**src/rtl/conv_anchor_pkg.sv**
```systemverilog
// Shared types for the configurable CNN anchor generator: state encoding, job config and legality check.
package conv_anchor_pkg;

  localparam int DEF_COORD_W = 16;
  localparam int DEF_CH_W    = 8;

  typedef enum logic [1:0] {IDLE, RUN, DONE} state_t;

  typedef struct packed {
    logic [DEF_COORD_W-1:0] h;
    logic [DEF_COORD_W-1:0] w;
    logic [DEF_COORD_W-1:0] kh;
    logic [DEF_COORD_W-1:0] kw;
    logic [DEF_COORD_W-1:0] sh;
    logic [DEF_COORD_W-1:0] sw;
    logic [DEF_CH_W-1:0]    c;
  } anchor_cfg_t;

  function automatic logic cfg_legal(input anchor_cfg_t cfg);
    return (cfg.sh != '0) && (cfg.sw != '0) && (cfg.c != '0) &&
           (cfg.kh != '0) && (cfg.kw != '0) &&
           (cfg.kh <= cfg.h) && (cfg.kw <= cfg.w);
  endfunction

endpackage

```
**src/rtl/anchor_axis_counter.sv**
```systemverilog
// One stride counter along a feature-map axis; wrap_o flags that the current position is the last fitting one.
// The fit test runs two bits wider than the coordinate so positions near full scale cannot alias.
module anchor_axis_counter #(
  parameter int COORD_W = 16
) (
  input  logic               clk,
  input  logic               rst,
  input  logic               clear_i,
  input  logic               step_i,
  input  logic [COORD_W-1:0] stride_i,
  input  logic [COORD_W-1:0] ker_i,
  input  logic [COORD_W-1:0] dim_i,
  output logic [COORD_W-1:0] cur_o,
  output logic               wrap_o
);

  logic [COORD_W-1:0] cur_q, cur_d;
  logic [COORD_W+1:0] next_end;

  assign next_end = {2'b00, cur_q} + {2'b00, stride_i} + {2'b00, ker_i};
  assign wrap_o   = next_end > {2'b00, dim_i};
  assign cur_o    = cur_q;

  always_comb begin
    cur_d = cur_q;
    if (clear_i)     cur_d = '0;
    else if (step_i) cur_d = wrap_o ? '0 : cur_q + stride_i;
  end

  always_ff @(posedge clk) begin
    if (rst) cur_q <= '0;
    else     cur_q <= cur_d;
  end

endmodule

```
**src/rtl/conv_anchor_gen_cfg.sv**
```systemverilog
// Per-job configurable anchor generator: streams (row, col, channel) window anchors, col fastest, 1/cycle.
// First anchor one cycle after start; anchor and flags hold while out_ready is low.
module conv_anchor_gen_cfg
  import conv_anchor_pkg::*;
#(
  parameter int COORD_W = DEF_COORD_W,
  parameter int CH_W    = DEF_CH_W
) (
  input  logic               clk,
  input  logic               rst,
  input  logic               start,
  input  logic               abort,
  input  logic [COORD_W-1:0] cfg_img_h,
  input  logic [COORD_W-1:0] cfg_img_w,
  input  logic [COORD_W-1:0] cfg_ker_h,
  input  logic [COORD_W-1:0] cfg_ker_w,
  input  logic [COORD_W-1:0] cfg_stride_h,
  input  logic [COORD_W-1:0] cfg_stride_w,
  input  logic [CH_W-1:0]    cfg_channels,
  output logic               out_valid,
  input  logic               out_ready,
  output logic [COORD_W-1:0] anchor_h,
  output logic [COORD_W-1:0] anchor_w,
  output logic [CH_W-1:0]    anchor_ch,
  output logic               last_row,
  output logic               last_frame,
  output logic               busy,
  output logic               done,
  output logic               cfg_err
);

  localparam logic [CH_W-1:0] CH_ONE = 1;

  state_t      state_q;
  anchor_cfg_t cfg_q, cfg_in;
  logic [CH_W-1:0] ch_q;
  logic out_valid_q, busy_q, done_q, cfg_err_q;
  logic fire, clr, col_wrap, row_wrap, last_ch;

  assign cfg_in = '{h: cfg_img_h, w: cfg_img_w, kh: cfg_ker_h, kw: cfg_ker_w,
                    sh: cfg_stride_h, sw: cfg_stride_w, c: cfg_channels};

  // An abort in the same cycle as a handshake cancels it: the anchor is not issued.
  assign fire    = (state_q == RUN) && out_valid_q && out_ready && !abort;
  assign clr     = (state_q != RUN) || abort;
  assign last_ch = (ch_q == cfg_q.c - CH_ONE);

  anchor_axis_counter #(.COORD_W(COORD_W)) u_col (
    .clk(clk), .rst(rst), .clear_i(clr), .step_i(fire),
    .stride_i(cfg_q.sw), .ker_i(cfg_q.kw), .dim_i(cfg_q.w),
    .cur_o(anchor_w), .wrap_o(col_wrap)
  );

  anchor_axis_counter #(.COORD_W(COORD_W)) u_row (
    .clk(clk), .rst(rst), .clear_i(clr), .step_i(fire && col_wrap),
    .stride_i(cfg_q.sh), .ker_i(cfg_q.kh), .dim_i(cfg_q.h),
    .cur_o(anchor_h), .wrap_o(row_wrap)
  );

  assign anchor_ch  = ch_q;
  assign out_valid  = out_valid_q;
  assign busy       = busy_q;
  assign done       = done_q;
  assign cfg_err    = cfg_err_q;
  assign last_row   = out_valid_q && col_wrap;
  assign last_frame = last_row && row_wrap && last_ch;

  always_ff @(posedge clk) begin
    if (rst) begin
      state_q     <= IDLE;
      cfg_q       <= '0;
      ch_q        <= '0;
      out_valid_q <= 1'b0;
      busy_q      <= 1'b0;
      done_q      <= 1'b0;
      cfg_err_q   <= 1'b0;
    end else begin
      done_q    <= 1'b0;
      cfg_err_q <= 1'b0;
      case (state_q)
        IDLE: begin
          if (start) begin
            if (cfg_legal(cfg_in)) begin
              cfg_q       <= cfg_in;
              ch_q        <= '0;
              state_q     <= RUN;
              out_valid_q <= 1'b1;
              busy_q      <= 1'b1;
            end else begin
              cfg_err_q <= 1'b1;
            end
          end
        end
        RUN: begin
          if (abort) begin
            state_q     <= IDLE;
            out_valid_q <= 1'b0;
            busy_q      <= 1'b0;
            ch_q        <= '0;
          end else if (fire) begin
            if (last_frame) begin
              state_q     <= DONE;
              out_valid_q <= 1'b0;
              busy_q      <= 1'b0;
              done_q      <= 1'b1;
              ch_q        <= '0;
            end else if (col_wrap && row_wrap) begin
              ch_q <= ch_q + CH_ONE;
            end
          end
        end
        DONE:    state_q <= IDLE;
        default: state_q <= IDLE;
      endcase
    end
  end

endmodule

```
**config.mk**
```make
export PLATFORM = sky130hd
export DESIGN_NAME = conv_anchor_gen_cfg
export DESIGN_NICKNAME = d
export VERILOG_FILES = /design/src/rtl/conv_anchor_pkg.sv /design/src/rtl/anchor_axis_counter.sv /design/src/rtl/conv_anchor_gen_cfg.sv
export SDC_FILE = /design/constraint.sdc
export NUM_CORES = 1
export LEC_CHECK = 0
export ABC_AREA = 1
export CORE_MARGIN = 2
export CORE_UTILIZATION = 44
export DETAILED_ROUTE_END_ITERATION = 10
export PLACE_DENSITY = 0.65
export SLEW_MARGIN = 20
export SYNTH_ARGS = -nofsm -noshare
export SYNTH_HDL_FRONTEND = slang
export SYNTH_HIERARCHICAL = 1
export SYNTH_SLANG_ARGS = --single-unit
```
**constraint.sdc**
```tcl
create_clock -name clk -period 12.7 [get_ports clk]
set_input_delay 2.54 -clock clk [delete_from_list [all_inputs] [get_ports clk]]
set_output_delay 2.54 -clock clk [all_outputs]
set_load 0.005 [all_outputs]
```
==> impl_results.md <==
* Status: finished, final reports clean
* Total setup buffers inserted after CTS at 0
* Worst hold-check path type: register to register
* Final TNS setup at 0 ns
* R2R depth at 31
* Nets at a little over 2000
* Post-synth top flop: dfxtp_1
* CTS Hold Bufs at 0
* Power share of the clock group at 0.347
* Mapped Cells at 1619
* DRT Wirelength at 31900 um
* FP Rows at just under 60
* Logic pwr share at 0.295
* Starting Density at 0.448
* Antenna cells at 0
* Crit end category: primary output
* Critical Path AT at 5.26 ns
* RSZ-0062 raised after global routing: false
* Core area at 25300 um^2
* Fin util at 0.541
* Fill count at 2483
* Port-buffer cells at 154
* First-pass GRT wire length at 52100 um
* Min-Delay Startpoint: cfg_q[1]$_SDFFE_PP0P_
* Slew HR at 0.402
* CTS Buffer Depth at 2
* Top-Level Pins at 155
* CTS buffer count at 17
* Sw Share at 0.339
* Final Hold Viols at 0
* Pwr dens at ~110 nW/um^2
* Post-layout min period at 7.80 ns
* Die area at 27000 um^2
* Post-DP HPWL at 25000 um
* MaxCap Viol Count at 0
* EDFF count, synth at 0
* Synth cell types at 42
* Avg Cell Area, Syn at between 6 and 7 um^2
* Worst VDD drop at 0.0746 mV
* Leakage Power at between 6 and 7 nW
* Remaining antenna violation count at 0
* CTS tree: done
* CP Max Fanout at 17
* Clk Latency, worst-skew pair at 0.43 ns
* Number of synthesized register bits at between 100 and 150
* Post-Layout Cell Count at 2088
* Clock transition at path regs at 0.06 ns
* First drt pass iteration count at 6
* Chip height at 164 um
* Overall power at 1.53 mW
* PostCTS Resize Cnt at 0
* Clk sink count at 149
* Layout cells sized above 1 at 0.0410
* Critical path's largest stage delay at between 0.5 and 0.6 ns
* Initial antenna violation count at 0
* Post-DR vias/cell at around 5.1
* CP most frequent cell: nand2_1
* Clock Skews at 0.0156 ns
* Worst R2R Setup Slack at between 7 and 8 ns
* Register area share after synthesis at 0.263
* Reg2reg start: cfg_q[25]$_SDFFE_PP0P_
* Sw power at 0.518 mW
* Setup CP Type: register to primary output
* Grt total ovfl at 0
* Synth Cell Area at around 11000 um^2
* Total Routing Usage GR at 0.244
* Syn Nets at 1890
* Reg2reg end: anchor_ch[4]$_SDFFE_PP0P_
* Final Cycle Share at 0.614
* DP Cell Count at ~2000
* Worst setup startpoint: cfg_q[25]$_SDFFE_PP0P_
* Slew Viols, Final at 0
* Area Growth Syn to Fin at 20.6%
* Avg WL per Cell at around 15 um
* Root Buffer: clkbuf_16
* Async set-or-reset flop fraction in the synthesized netlist at 0
* Crit-path slowest cell: fa_1
* Initial drt markers at 781
* Vias in the first global route at 10400
* Int Pwr at 1.01 mW
* Worst Setup EP: last_frame
* CP Data Required Time at 10.16 ns
* Critical path launch point type: register
* Gpl congestion at 0.859
* Sequential power share at 0.358
* Worst-Margin Slew at 0.897 ns
* Largest net degree at the start of global routing at 91
* CTS H-Tree Depth at 4
* Die X at 164 um
* Finish-stage setup viols at 0
* DR vias at 10700
* DRC at 0
* Fmax at 0.128 GHz
* Synth warnings at 6
-- state kept, by name, indices dropped and copies added (netlist names) --
| register | flops |
|---|---|
| cfg_q | 104 |
| u_col/cur_o | 16 |
| u_row/cur_o | 16 |
| anchor_ch | 8 |
| state_q | 2 |
| busy | 1 |
| cfg_err | 1 |
| done | 1 |
-- logic make-up after synthesis --
group	share of synthesized area
AOI/OAI and AO/OA	0.142
xor gates and xnor gates	0.0422
adders and majority gates	0.203
buffers and inverters	0.0851
DFF	0.263
and+or+nand+nor	0.264
-- worst min path at each step --
stage	to	cells after the start	slack (ns)
after global routing	cfg_q[1]$_SDFFE_PP0P_	2	0.51
after CTS	cfg_q[1]$_SDFFE_PP0P_	2	0.48
final	cfg_q[1]$_SDFFE_PP0P_	2	0.49
after detailed placement	cfg_q[1]$_SDFFE_PP0P_	2	0.47
after floorplan	cfg_q[1]$_SDFFE_PP0P_	2	0.45
after global placement	cfg_q[1]$_SDFFE_PP0P_	2	0.47
-- power by group through the flow --
stage / sequential (mW) / combinational [mW] / clock (mW)
after floorplan: 0.541 / 0.323 / 0
after global placement: 0.556 / 0.439 / 0
after detailed placement: 0.557 / 0.446 / 0
after CTS: 0.547 / 0.451 / 0.541
after global routing: 0.552 / 0.517 / 0.556
final: 0.546 / 0.451 / 0.530
-- cell usage in the layout (no fill, tap or decap), drive strengths merged, types with 6 or more instances in the layout --
| master | n |
|---|---|
| dfxtp | 149 |
| nand2 | 334 |
| clkinv | 6 |
| clkbuf | 20 |
| fa | 36 |
| o21ai | 126 |
| inv | 184 |
| xor2 | 31 |
| clkdlybuf4s50 | 154 |
| nand3b | 7 |
| o21bai | 6 |
| nor3 | 6 |
| a21oi | 154 |
| nand4 | 26 |
| xnor2 | 21 |
| nor2 | 263 |
| nand3 | 66 |
| ha | 126 |
-- worst max-delay path: cells and delay by family (launching register included) --
family | cells | cell delay (ns)
DFF | 1 | 0.36
adders and majority gates | 4 | 1.46
AOI/OAI and AO/OA | 2 | 0.49
and+or+nand+nor | 17 | 1.73
buffers and inverters | 3 | 0.62
xor gates and xnor gates | 1 | 0.16
-- layer usage --
metal / vias up / share of wire / global-route usage
li1: 5521 / - / -
met1: 4828 / 0.49 / 0.350
met2: 275 / 0.43 / 0.383
met3: 28 / 0.062 / 0.0427
met4: 0 / 0.012 / 0.0542
met5: - / 0 / 0
-- per-stage QoR --
| step | cell area [um^2] | worst slack, ns | hold WS [ns] |
|---|---|---|---|
| floorplan | 11300 | 6.19 | 0.448 |
| detailed placement | 13000 | 5.36 | 0.468 |
| CTS | 13700 | 4.90 | 0.479 |
| finish | 13700 | 4.90 | 0.488 |
| global route | 13700 | 4.41 | 0.514 |
| global placement | 13000 | 5.49 | 0.468 |
-- cell type report --
| class | instances | area (um^2) | area share |
|---|---|---|---|
| Tap cell | 330 | 413 | 0.0302 |
| Inverter | 183 | 689 | 0.0505 |
| Clock buffer | 20 | 457 | 0.0334 |
| Multi-Input combinational cell | 1236 | 7380 | 0.541 |
| Clock inverter | 11 | 151 | 0.0111 |
| Sequential cell | 149 | 2980 | 0.218 |
| Timing Repair Buffer | 159 | 1580 | 0.116 |
-- cells in the mapped netlist, drive strengths merged, types with 5 or more instances --
cell type  number  area [um^2]
o21bai          6         45.0
clkbuf         23         88.8
a21o            5         37.5
nor3            6         35.0
buf            28          188
nand3          66          360
inv           183          687
nand4          26          169
xor2           31          272
ha            126         1580
a31oi           5         31.3
o21ai         126          631
nand3b          7         52.6
fa             36          721
nor2          263         1010
nand2         334         1270
xnor2          21          184
a21oi         154          790
dfxtp         149         2980
No activity file was read; power rests on OpenSTA's default activity.
